### config.mk
export PLATFORM = sky130hd
export DESIGN_NAME = sp_if_order_fetch_flat
export DESIGN_NICKNAME = d
export VERILOG_FILES = /design/src/rtl/sp_if_order_fetch_if.sv /design/src/rtl/sp_if_order_fetch.sv /design/src/flat_wrapper.sv
export SDC_FILE = /design/constraint.sdc
export NUM_CORES = 1
export LEC_CHECK = 0
export CORE_ASPECT_RATIO = 0.9
export CORE_MARGIN = 2
export CORE_UTILIZATION = 30
export DETAILED_ROUTE_END_ITERATION = 10
export PLACE_DENSITY = 0.43
export SYNTH_ARGS = -nofsm -noshare
export SYNTH_HDL_FRONTEND = slang
export SYNTH_SLANG_ARGS = --single-unit
### constraint.sdc
create_clock -name i_clk156m -period 5.7 [get_ports i_clk156m]
set_input_delay 1.14 -clock i_clk156m [delete_from_list [all_inputs] [get_ports i_clk156m]]
set_output_delay 1.14 -clock i_clk156m [all_outputs]
set_load 0.02 [all_outputs]
### src/rtl/sp_if_order_fetch_if.sv
// Order fetch bundle: run control, order memory read port and
// the valid/ready order stream towards the decoder.
interface sp_if_order_fetch_if #(
    parameter int ADR_W  = 10,
    parameter int DATA_W = 32
);
    logic              i_start;
    logic              i_stop;
    logic              i_loop;
    logic [ADR_W-1:0]  i_start_adr;
    logic [ADR_W-1:0]  i_end_adr;
    logic [ADR_W-1:0]  o_mem_rd_adr;
    logic              o_mem_rden;
    logic [DATA_W-1:0] i_mem_rd_data;
    logic [DATA_W-1:0] o_order_data;
    logic              o_order_valid;
    logic              i_order_ready;
    logic              o_busy;
    logic              o_done;
    logic              o_err;

    modport slave (
        input  i_start,
        input  i_stop,
        input  i_loop,
        input  i_start_adr,
        input  i_end_adr,
        input  i_mem_rd_data,
        input  i_order_ready,
        output o_mem_rd_adr,
        output o_mem_rden,
        output o_order_data,
        output o_order_valid,
        output o_busy,
        output o_done,
        output o_err
    );

    modport master (
        output i_start,
        output i_stop,
        output i_loop,
        output i_start_adr,
        output i_end_adr,
        output i_mem_rd_data,
        output i_order_ready,
        input  o_mem_rd_adr,
        input  o_mem_rden,
        input  o_order_data,
        input  o_order_valid,
        input  o_busy,
        input  o_done,
        input  o_err
    );
endinterface

### src/rtl/sp_if_order_fetch.sv
// Order fetch engine: streams a programmable address window from a
// synchronous order memory through a credit-checked order FIFO.
module sp_if_order_fetch #(
    parameter int ADR_W      = 10,
    parameter int DATA_W     = 32,
    parameter int RD_LAT     = 2,
    parameter int FIFO_DEPTH = 8
) (
    input  logic               i_clk156m,
    input  logic               i_arst,
    sp_if_order_fetch_if.slave bus
);
    localparam int AW    = $clog2(FIFO_DEPTH);
    localparam int SUM_W = AW + 4;
    localparam logic [SUM_W-1:0] DEPTH_S = SUM_W'(FIFO_DEPTH);
    localparam logic [AW:0]      FULL_C  = (AW+1)'(FIFO_DEPTH);
    localparam logic [AW:0]      ONE_C   = (AW+1)'(1);

    typedef enum logic [1:0] {
        IDLE,
        FETCH,
        DRAIN
    } state_e;

    state_e            state_q, state_d;
    logic [ADR_W-1:0]  ptr_q, ptr_d;
    logic [ADR_W-1:0]  first_q, first_d;
    logic [ADR_W-1:0]  last_q, last_d;
    logic              loop_q, loop_d;
    logic              rden_q, rden_d;
    logic [ADR_W-1:0]  rd_adr_q, rd_adr_d;
    logic [RD_LAT-1:0] lat_q, lat_d;
    logic              done_q, done_d;
    logic              err_q, err_d;

    logic [DATA_W-1:0] mem_q [FIFO_DEPTH];
    logic [AW-1:0]     wr_ptr_q, rd_ptr_q;
    logic [AW:0]       cnt_q, cnt_d;

    logic              wr;
    logic              pop;
    logic              full;
    logic              empty;
    logic [SUM_W-1:0]  inflight;
    logic [SUM_W-1:0]  used;

    logic              go;
    logic              lp;
    logic [ADR_W-1:0]  cur;
    logic [ADR_W-1:0]  first;
    logic [ADR_W-1:0]  last;

    assign empty = (cnt_q == '0);
    assign full  = (cnt_q == FULL_C);
    assign pop   = !empty && bus.i_order_ready;
    assign wr    = lat_q[RD_LAT-1] && !full;
    assign cnt_d = cnt_q + (AW+1)'(wr) - (AW+1)'(pop);

    // Reads still owed to the FIFO: the one on the bus plus the latency pipe.
    always_comb begin
        inflight = SUM_W'(rden_q);
        for (int i = 0; i < RD_LAT; i++) begin
            inflight = inflight + SUM_W'(lat_q[i]);
        end
    end

    assign used = inflight + SUM_W'(cnt_q);

    always_comb begin
        lat_d    = '0;
        lat_d[0] = rden_q;
        for (int i = 1; i < RD_LAT; i++) begin
            lat_d[i] = lat_q[i-1];
        end
    end

    always_comb begin
        state_d  = state_q;
        ptr_d    = ptr_q;
        first_d  = first_q;
        last_d   = last_q;
        loop_d   = loop_q;
        rden_d   = 1'b0;
        rd_adr_d = rd_adr_q;
        done_d   = 1'b0;
        err_d    = 1'b0;
        go       = 1'b0;
        cur      = ptr_q;
        first    = first_q;
        last     = last_q;
        lp       = loop_q;

        unique case (state_q)
            IDLE: begin
                if (bus.i_start && !bus.i_stop) begin
                    go      = 1'b1;
                    cur     = bus.i_start_adr;
                    first   = bus.i_start_adr;
                    last    = bus.i_end_adr;
                    lp      = bus.i_loop;
                    first_d = bus.i_start_adr;
                    last_d  = bus.i_end_adr;
                    loop_d  = bus.i_loop;
                    state_d = FETCH;
                end
            end
            FETCH: begin
                err_d = bus.i_start;
                if (bus.i_stop) begin
                    state_d = DRAIN;
                end else begin
                    go = (used < DEPTH_S);
                end
            end
            DRAIN: begin
                err_d = bus.i_start;
                if (inflight == '0 &&
                    (empty || (cnt_q == ONE_C && pop))) begin
                    state_d = IDLE;
                    done_d  = 1'b1;
                end
            end
            default: begin
                state_d = IDLE;
            end
        endcase

        // The start cycle issues start_adr itself, so the pointer
        // always holds the address after the one just issued.
        if (go) begin
            rden_d   = 1'b1;
            rd_adr_d = cur;
            if (cur != last) begin
                ptr_d = cur + 1'b1;
            end else if (lp) begin
                ptr_d = first;
            end else begin
                ptr_d   = cur;
                state_d = DRAIN;
            end
        end
    end

    always_ff @(posedge i_clk156m or posedge i_arst) begin
        if (i_arst) begin
            state_q  <= IDLE;
            ptr_q    <= '0;
            first_q  <= '0;
            last_q   <= '0;
            loop_q   <= 1'b0;
            rden_q   <= 1'b0;
            rd_adr_q <= '0;
            lat_q    <= '0;
            done_q   <= 1'b0;
            err_q    <= 1'b0;
            wr_ptr_q <= '0;
            rd_ptr_q <= '0;
            cnt_q    <= '0;
        end else begin
            state_q  <= state_d;
            ptr_q    <= ptr_d;
            first_q  <= first_d;
            last_q   <= last_d;
            loop_q   <= loop_d;
            rden_q   <= rden_d;
            rd_adr_q <= rd_adr_d;
            lat_q    <= lat_d;
            done_q   <= done_d;
            err_q    <= err_d;
            cnt_q    <= cnt_d;
            if (wr) begin
                wr_ptr_q <= wr_ptr_q + 1'b1;
            end
            if (pop) begin
                rd_ptr_q <= rd_ptr_q + 1'b1;
            end
        end
    end

    always_ff @(posedge i_clk156m) begin
        if (wr) begin
            mem_q[wr_ptr_q] <= bus.i_mem_rd_data;
        end
    end

    assign bus.o_mem_rd_adr  = rd_adr_q;
    assign bus.o_mem_rden    = rden_q;
    assign bus.o_order_valid = !empty;
    assign bus.o_order_data  = empty ? '0 : mem_q[rd_ptr_q];
    assign bus.o_busy        = (state_q != IDLE);
    assign bus.o_done        = done_q;
    assign bus.o_err         = err_q;
endmodule

### src/flat_wrapper.sv
// flat-port wrapper written by rule: the top's interface ports become plain ports
module sp_if_order_fetch_flat 
#(
    parameter int ADR_W      = 10,
    parameter int DATA_W     = 32,
    parameter int RD_LAT     = 2,
    parameter int FIFO_DEPTH = 8
)
  (i_clk156m, i_arst, bus_i_start, bus_i_stop, bus_i_loop, bus_i_start_adr, bus_i_end_adr, bus_i_mem_rd_data, bus_i_order_ready, bus_o_mem_rd_adr, bus_o_mem_rden, bus_o_order_data, bus_o_order_valid, bus_o_busy, bus_o_done, bus_o_err);
  sp_if_order_fetch_if #(.ADR_W(ADR_W), .DATA_W(DATA_W)) bus_i ();
  input  logic i_clk156m;
  input  logic i_arst;
  input wire logic [$bits(bus_i.i_start)-1:0] bus_i_start;
  input wire logic [$bits(bus_i.i_stop)-1:0] bus_i_stop;
  input wire logic [$bits(bus_i.i_loop)-1:0] bus_i_loop;
  input wire logic [$bits(bus_i.i_start_adr)-1:0] bus_i_start_adr;
  input wire logic [$bits(bus_i.i_end_adr)-1:0] bus_i_end_adr;
  input wire logic [$bits(bus_i.i_mem_rd_data)-1:0] bus_i_mem_rd_data;
  input wire logic [$bits(bus_i.i_order_ready)-1:0] bus_i_order_ready;
  output wire logic [$bits(bus_i.o_mem_rd_adr)-1:0] bus_o_mem_rd_adr;
  output wire logic [$bits(bus_i.o_mem_rden)-1:0] bus_o_mem_rden;
  output wire logic [$bits(bus_i.o_order_data)-1:0] bus_o_order_data;
  output wire logic [$bits(bus_i.o_order_valid)-1:0] bus_o_order_valid;
  output wire logic [$bits(bus_i.o_busy)-1:0] bus_o_busy;
  output wire logic [$bits(bus_i.o_done)-1:0] bus_o_done;
  output wire logic [$bits(bus_i.o_err)-1:0] bus_o_err;
  assign bus_i.i_start = bus_i_start;
  assign bus_i.i_stop = bus_i_stop;
  assign bus_i.i_loop = bus_i_loop;
  assign bus_i.i_start_adr = bus_i_start_adr;
  assign bus_i.i_end_adr = bus_i_end_adr;
  assign bus_i.i_mem_rd_data = bus_i_mem_rd_data;
  assign bus_i.i_order_ready = bus_i_order_ready;
  assign bus_o_mem_rd_adr = bus_i.o_mem_rd_adr;
  assign bus_o_mem_rden = bus_i.o_mem_rden;
  assign bus_o_order_data = bus_i.o_order_data;
  assign bus_o_order_valid = bus_i.o_order_valid;
  assign bus_o_busy = bus_i.o_busy;
  assign bus_o_done = bus_i.o_done;
  assign bus_o_err = bus_i.o_err;
  sp_if_order_fetch #(.ADR_W(ADR_W), .DATA_W(DATA_W), .RD_LAT(RD_LAT), .FIFO_DEPTH(FIFO_DEPTH)) u_core (.i_clk156m(i_clk156m), .i_arst(i_arst), .bus(bus_i));
endmodule
Yosys cells after proc, flatten, opt, wreduce, memory -nomap -nowiden:

Memories as Yosys holds them, arrays and structs flattened.
Index checks and enable logic that the tools add are counted.

* register bits after elaboration: 58
* bits in latches: 0
* bits in writable memories: 256
* bits in read-only memories: 0
* input bits: 58
* output and inout bits: 47
* word-level logic and storage cells: 69
* memories kept: 1

* add/subtract/negate cells: 8
* $mul: 0
* divide/modulo/power cells: 0
* magnitude comparators: 1
* equal/unequal tests: 5
* shift-type cells: 0
* muxes and demuxes: 27
* bitwise gates (word level): 0
* reductions and logical operators: 14

Memory list
* u_core.mem_q: depth 8, bits a word 32, read ports 1, clocked after Yosys merged registers in 0, write ports 1, line sp_if_order_fetch.sv:36 `logic [DATA_W-1:0] mem_q [FIFO_DEPTH];`

Operators with widths (count)
* 10-bit two-way mux: 8
* 32-bit two-way mux: 1
* 2-bit two-way mux: 6
* 10-bit by 1-bit adder with 10-bit output, second input constant: 1
* 1-bit two-way mux: 10
* 10-bit inequality test: 1
* 7-bit by 1-bit adder with 7-bit output: 1
* 7-bit by 4-bit adder with 7-bit output: 1
* 7-bit logical NOT: 1
* 7-bit by 4-bit less-than comparator with 1-bit output, second input constant: 1
* 3-bit by 1-bit adder with 3-bit output, second input constant: 2
* 2-bit one-hot mux with 3 select lines: 1
* 1-bit logical AND: 5
* 4-bit by 1-bit adder with 4-bit output: 1
* 4-bit by 1-bit equality test with 1-bit output, second input constant: 1
* 4-bit equality test, second input constant: 1
* 4-bit logical NOT: 1
* 4-bit by 1-bit subtractor with 4-bit output: 1
* 1-bit logical NOT: 3
* 1-bit by 1-bit adder with 2-bit output: 1
* 2-bit by 1-bit equality test with 1-bit output, second input constant: 1
* 2-bit equality test, second input constant: 1
* 2-bit logical NOT: 1
* 1-bit one-hot mux with 2 select lines: 1
* 3 further kinds: 3

Logic depth before layout (Yosys ltp):

* word-level depth: 11
* mapped depth: 16
* gate-level depth less buffers: 12

Worst setup path before layout:

Ideal clock, no wire load.

* kind: reg2reg
* start point: register u_core.cnt_q[2]
* end point: memory u_core.mem_q[1][0], enable pin
* library setup time: 0.461 ns
* arrival time: 3.288 ns
* required time: 5.239 ns
* path slack: 1.951 ns
* cell stages (with the launch flop): 6
* clock period less this slack: 3.749 ns
* path through: dfrtp_1 > inv_1 > ha_1 > a21boi_1 > nand2_1 > nor3_1

* longest elaborated chain between the ends: 5

Ends and longest elaborated chain
* from (decl): line sp_if_order_fetch.sv:38 `logic [AW:0] cnt_q, cnt_d;`
* from (signal assigned): line sp_if_order_fetch.sv:170 `cnt_q <= cnt_d;`
* 4-bit equality test: line sp_if_order_fetch.sv:54 `assign full = (cnt_q == FULL_C);`
* 1-bit logical NOT: line sp_if_order_fetch.sv:56 `assign wr = lat_q[RD_LAT-1] && !full;`
* 1-bit logical AND: line sp_if_order_fetch.sv:56
* via u_core.wr: line sp_if_order_fetch.sv:40 `logic wr;`
* 1-bit two-way mux: line sp_if_order_fetch.sv:181 `if (wr) begin`
* 1-bit two-way mux (implied by the code): line sp_if_order_fetch.sv:182 `mem_q[wr_ptr_q] <= bus.i_mem_rd_data;`
* to (decl): line sp_if_order_fetch.sv:36

The timed path passes the listed nets, and every way through them passes these cells.

Worst setup path after layout:

* start point: register u_core.rd_ptr_q[0]
* end point: output port bus_o_order_data[23]

* longest elaborated chain between the ends: 2

Ends and longest elaborated chain
* from (decl): line sp_if_order_fetch.sv:37 `logic [AW-1:0] wr_ptr_q, rd_ptr_q;`
* from (signal assigned): line sp_if_order_fetch.sv:175 `rd_ptr_q <= rd_ptr_q + 1'b1;`
* memory 8 x 32 bit
* 32-bit two-way mux: line sp_if_order_fetch.sv:189 `assign bus.o_order_data = empty ? '0 : mem_q[rd_ptr_q];`
* to (decl): line flat_wrapper.sv:22 `output wire logic [$bits(bus_i.o_order_data)-1:0] bus_o_order_data;`

Every way passes these cells.

==> summary.txt <==
Status
  • Outcome: finished, final reports clean

Detailed routing
  • First-pass DRT Iterations: 4
  • Number of routed nets with antenna violations: 0
  • DRT iter0 DRCs: between 400 and 500
  • Per-cell routed wire length: between 20 and 25 µm
  • DRT Wirelength: ~31,000 µm
  • Via density per instance: approximately 4.8
  • Count of unresolved DRC violations after routing: 0
  • Routed vias: ~7.1k

Critical path
  • Nature of the critical path endpoint: primary output
  • Classification of the worst setup path: reg -> out
  • Critical path launch point type: flop
  • FF-to-FF Start: u_core.bus.o_mem_rden
  • Data arrival time of the worst path: roughly 3200 ps
  • Setup slack of the most critical reg-to-reg path: about 1900 ps
  • Startpoint of the most critical setup path: u_core.rd_ptr_q[0]
  • Worst reg-to-reg path cell count: 9
  • Capturing point of the worst reg2reg path: u_core.ptr_q[6]
  • Worst path slowest cell: sky130_fd_sc_hd__dfrtp_4
  • Logic depth of the worst setup path including buffers: 5
  • Crit path required time: roughly 4600 ps
  • Worst path top cell family by delay: buffers and inverters
  • Setup crit end: bus_o_order_data[23]
  • Maximum net fanout on the critical path: 29
  • Maximum single-stage delay on the critical path: just over 800 ps
  • Buffering stage count on the worst path with inverters included: 2
  • Critical Path, Cell by Cell: buf_4 > mux4_2 > mux2i_1 > nor2_1 > clkdlybuf4s50_1

Timing
  • Final number of max-transition violations: 0
  • Hold Fails Final Rpt: 0
  • Setup-failing EPs final: 0
  • Setup TNS: 0 ps
  • Final critical-path required period: 4347 ps
  • Relative max-transition margin: between 20% and 30%
  • Worst Skew: 34.12 ps
  • RSZ-0062 raised after global routing: no
  • Achievable Freq: 230.0 MHz
  • Worst-Margin Slew: around 1100 ps
  • Tcrit/Tclk final: about three quarters

Global route
  • Total congestion overflow after global routing: 0
  • Overall track demand over capacity in global routing: between 10% and 20%
  • Number of antenna violations at the first check in global routing: 2
  • Largest net degree at the start of global routing: 37
  • Global-route wire length before repair: between 40,000 and 50,000 µm
  • Vias in the first global route: between 7k and 8k

Floorplan
  • Initial Utilization: 30.48%
  • Core footprint: 0.04315 mm²
  • Die boundary width: approximately 220 µm
  • Num rows: just over 70
  • IO Count: approximately 110
  • Die height: just over 200 µm
  • Total Die Area: around 0.046 mm²

Place
  • DP HPWL: ~18,000 µm
  • Placer Congestion: a little over 0.7
  • Port Buffer Count: 104
  • Total placed cells including tap cells: around 1.4k

Power
  • Internal Dissipation: around 5.4 mW
  • Clock Power Share: approximately a quarter
  • Leakage power total: 5.649 nW
  • Power Density: approximately 520 mW/mm²
  • Part of the total power dissipated in sequential elements: between 30% and 40%
  • Maximum vdd drop: about 250 µV
  • Net switching fraction of the power: approximately 34%
  • Final total power: 8.247 mW
  • Logic gate share of total power: about 34%
  • NetSw: approximately 2.8 mW

Synth
  • Number of instances in the synthesized netlist: about 800
  • Post-synth design cell area: ~0.013 mm²
  • Number of warnings printed during yosys synthesis: 0
  • Ys async rst share: a little under a fifth
  • Number of nets produced by synthesis: a little under 900
  • Most used flip-flop cell after synthesis: sky130_fd_sc_hd__edfxtp_1
  • Post-Synthesis Mean Instance Area: between 15 and 20 µm²
  • Register area share after synthesis: between 60% and 70%
  • Synthesis-stage register bit count: around 310
  • Count of flip-flops with a built-in enable after synthesis: 256
  • Count of different cell masters after synthesis: 47

Layout
  • Filler cell count in the final layout: 4,071
  • Most frequent cells in the layout: sky130_fd_sc_hd__edfxtp_1, sky130_fd_sc_hd__clkdlybuf4s50_1, sky130_fd_sc_hd__nand2_1, sky130_fd_sc_hd__mux4_2, sky130_fd_sc_hd__dfrtp_1
  • Register area: roughly 0.009 mm²
  • Non-filler cells, final: roughly 1.5k
  • Commonest non-fill, non-tap cell in the layout: sky130_fd_sc_hd__edfxtp_1
  • Syn-to-layout area delta: 21.67%
  • Final net count: between 900 and 1k
  • Fraction of the core area covered by cells at the end of the flow: a little under two fifths
  • Area used by multi-input combinational logic: between 0.003 and 0.004 mm²
  • Share of layout cells above drive strength 1: ~17%
  • Number of diodes added for antenna fixing: 0

Clock network
  • Quantity of hold-fixing buffers added after cts: 0
  • # H-tree levels: 2
  • Clock input transition at the sequential cells of the worst setup and hold paths: ~60 ps
  • Count of instances resized after the clock tree is built: 0
  • Clock latency on the worst-skew pair: approximately 570 ps
  • CTS root buffer: sky130_fd_sc_hd__clkbuf_16
  • TritonCTS Buffers: 37
  • CTS tree: done
  • Count of clock tree sinks: 314
  • Max clock buf depth: 3
  • Post-CTS repair timing setup buffer count: 0

Worst hold path
  • Worst hold path type: reg -> reg

Flow run
  • MaxCap Viol Count: 0
## layer usage
metal	wire [µm]	global-route usage, %	part of all wire (%)
met1	14640	20.09	47
met2	14470	21.93	46
met3	1392	2.836	4.5
met4	670	5.038	2.1
met5	25	0	0.080
## cells in the mapped netlist (2+ instances only)
cell type | count | area, µm²
sky130_fd_sc_hd__nor4b_1 | 2 | 17.52
sky130_fd_sc_hd__nand2b_1 | 5 | 31.28
sky130_fd_sc_hd__mux4_2 | 64 | 1441
sky130_fd_sc_hd__fa_1 | 2 | 40.04
sky130_fd_sc_hd__dfrtp_1 | 58 | 1451
sky130_fd_sc_hd__inv_1 | 17 | 63.81
sky130_fd_sc_hd__edfxtp_1 | 256 | 7687
sky130_fd_sc_hd__o21ai_0 | 9 | 45.04
sky130_fd_sc_hd__nand4_1 | 7 | 43.79
sky130_fd_sc_hd__xor2_1 | 25 | 219.0
sky130_fd_sc_hd__nand3_1 | 11 | 55.05
sky130_fd_sc_hd__a21boi_0 | 3 | 22.52
sky130_fd_sc_hd__nor2_1 | 58 | 217.7
sky130_fd_sc_hd__buf_1 | 6 | 22.52
sky130_fd_sc_hd__a22oi_1 | 2 | 15.01
sky130_fd_sc_hd__mux2i_1 | 48 | 480.5
sky130_fd_sc_hd__and4_1 | 3 | 26.28
sky130_fd_sc_hd__ha_1 | 18 | 225.2
sky130_fd_sc_hd__nand4_2 | 2 | 25.02
sky130_fd_sc_hd__o21ai_1 | 5 | 25.02
sky130_fd_sc_hd__nor4_1 | 3 | 18.77
sky130_fd_sc_hd__and2_1 | 4 | 25.02
sky130_fd_sc_hd__xnor2_1 | 12 | 105.1
sky130_fd_sc_hd__a21oi_1 | 5 | 25.02
sky130_fd_sc_hd__a21o_1 | 4 | 30.03
sky130_fd_sc_hd__nor4_2 | 2 | 25.02
sky130_fd_sc_hd__mux2_2 | 3 | 33.78
sky130_fd_sc_hd__a221oi_1 | 3 | 26.28
sky130_fd_sc_hd__clkbuf_1 | 25 | 93.84
sky130_fd_sc_hd__nand2_1 | 82 | 307.8
sky130_fd_sc_hd__nor3_1 | 7 | 35.03
sky130_fd_sc_hd__a31oi_1 | 11 | 68.82
sky130_fd_sc_hd__buf_2 | 13 | 65.06
## worst register-to-register path, cell delays in order, from the launching register on
cell                      delay (ps)
sky130_fd_sc_hd__dfrtp_1         450
sky130_fd_sc_hd__ha_1            320
sky130_fd_sc_hd__ha_1            180
sky130_fd_sc_hd__ha_1            200
sky130_fd_sc_hd__ha_1            300
sky130_fd_sc_hd__nand4_1         140
sky130_fd_sc_hd__a31oi_2         920
sky130_fd_sc_hd__inv_1           620
sky130_fd_sc_hd__and3_1          310
sky130_fd_sc_hd__a211o_1         220
## state kept, by name (all words and copies together) (netlist names), 3 cells and up
signal                   cells
u_core.first_q              10
u_core.bus.o_mem_rd_adr     10
u_core.mem_q               256
u_core.rd_ptr_q              3
u_core.ptr_q                10
u_core.wr_ptr_q              3
u_core.cnt_q                 4
u_core.last_q               10
## cells by family after synthesis
family,after synthesis,share of synthesized area [%]
compound gates,50,2.511
xor+xnor,37,2.464
fa+ha+maj,20,2.017
buf+inv,62,1.950
flops,314,69.48
mux,116,15.04
simple gates,190,6.535
## how the worst min path moves through the flow
| stage | from | end | slack (ps) | cells past startpoint |
|---|---|---|---|---|
| floorplan | u_core.lat_q[0] | u_core.lat_q[1] | 410 | 0 |
| global placement | u_core.lat_q[0] | u_core.lat_q[1] | 460 | 0 |
| detailed placement | u_core.lat_q[0] | u_core.lat_q[1] | 430 | 0 |
| CTS | u_core.lat_q[0] | u_core.lat_q[1] | 470 | 0 |
| global route | u_core.first_q[3] | u_core.first_q[3] | 500 | 1 |
| finish | u_core.lat_q[0] | u_core.lat_q[1] | 470 | 0 |
## layout make-up
type,instances,area share (%)
Clock buffer,44,5.950
Clock inverter,23,0.9930
Inverter,17,0.3988
Multi-Input combinational cell,413,23.87
Sequential cell,314,57.15
Tap cell,555,4.339
Timing Repair Buffer,121,7.303
## power by group through the flow
stage / clock (mW) / combinational [mW] / sequential, mW
final: 2.16 / 2.79 / 3.29
after global routing: 2.34 / 3.07 / 3.35
after CTS: 2.25 / 2.87 / 3.31
after detailed placement: 0 / 2.85 / 3.35
after global placement: 0 / 2.86 / 3.36
after floorplan: 0 / 1.97 / 3.08
## stage by stage
stage               hold WS [ps]  worst slack, ps  instance area [µm²]
floorplan                  408.3             1951                13150
global placement           456.9             1685                14890
detailed placement         429.3             1624                14890
CTS                        473.6             1227                16000
global route               495.7             1126                16000
finish                     472.5             1353                16000
No activity file was read; power rests on OpenSTA's default activity.
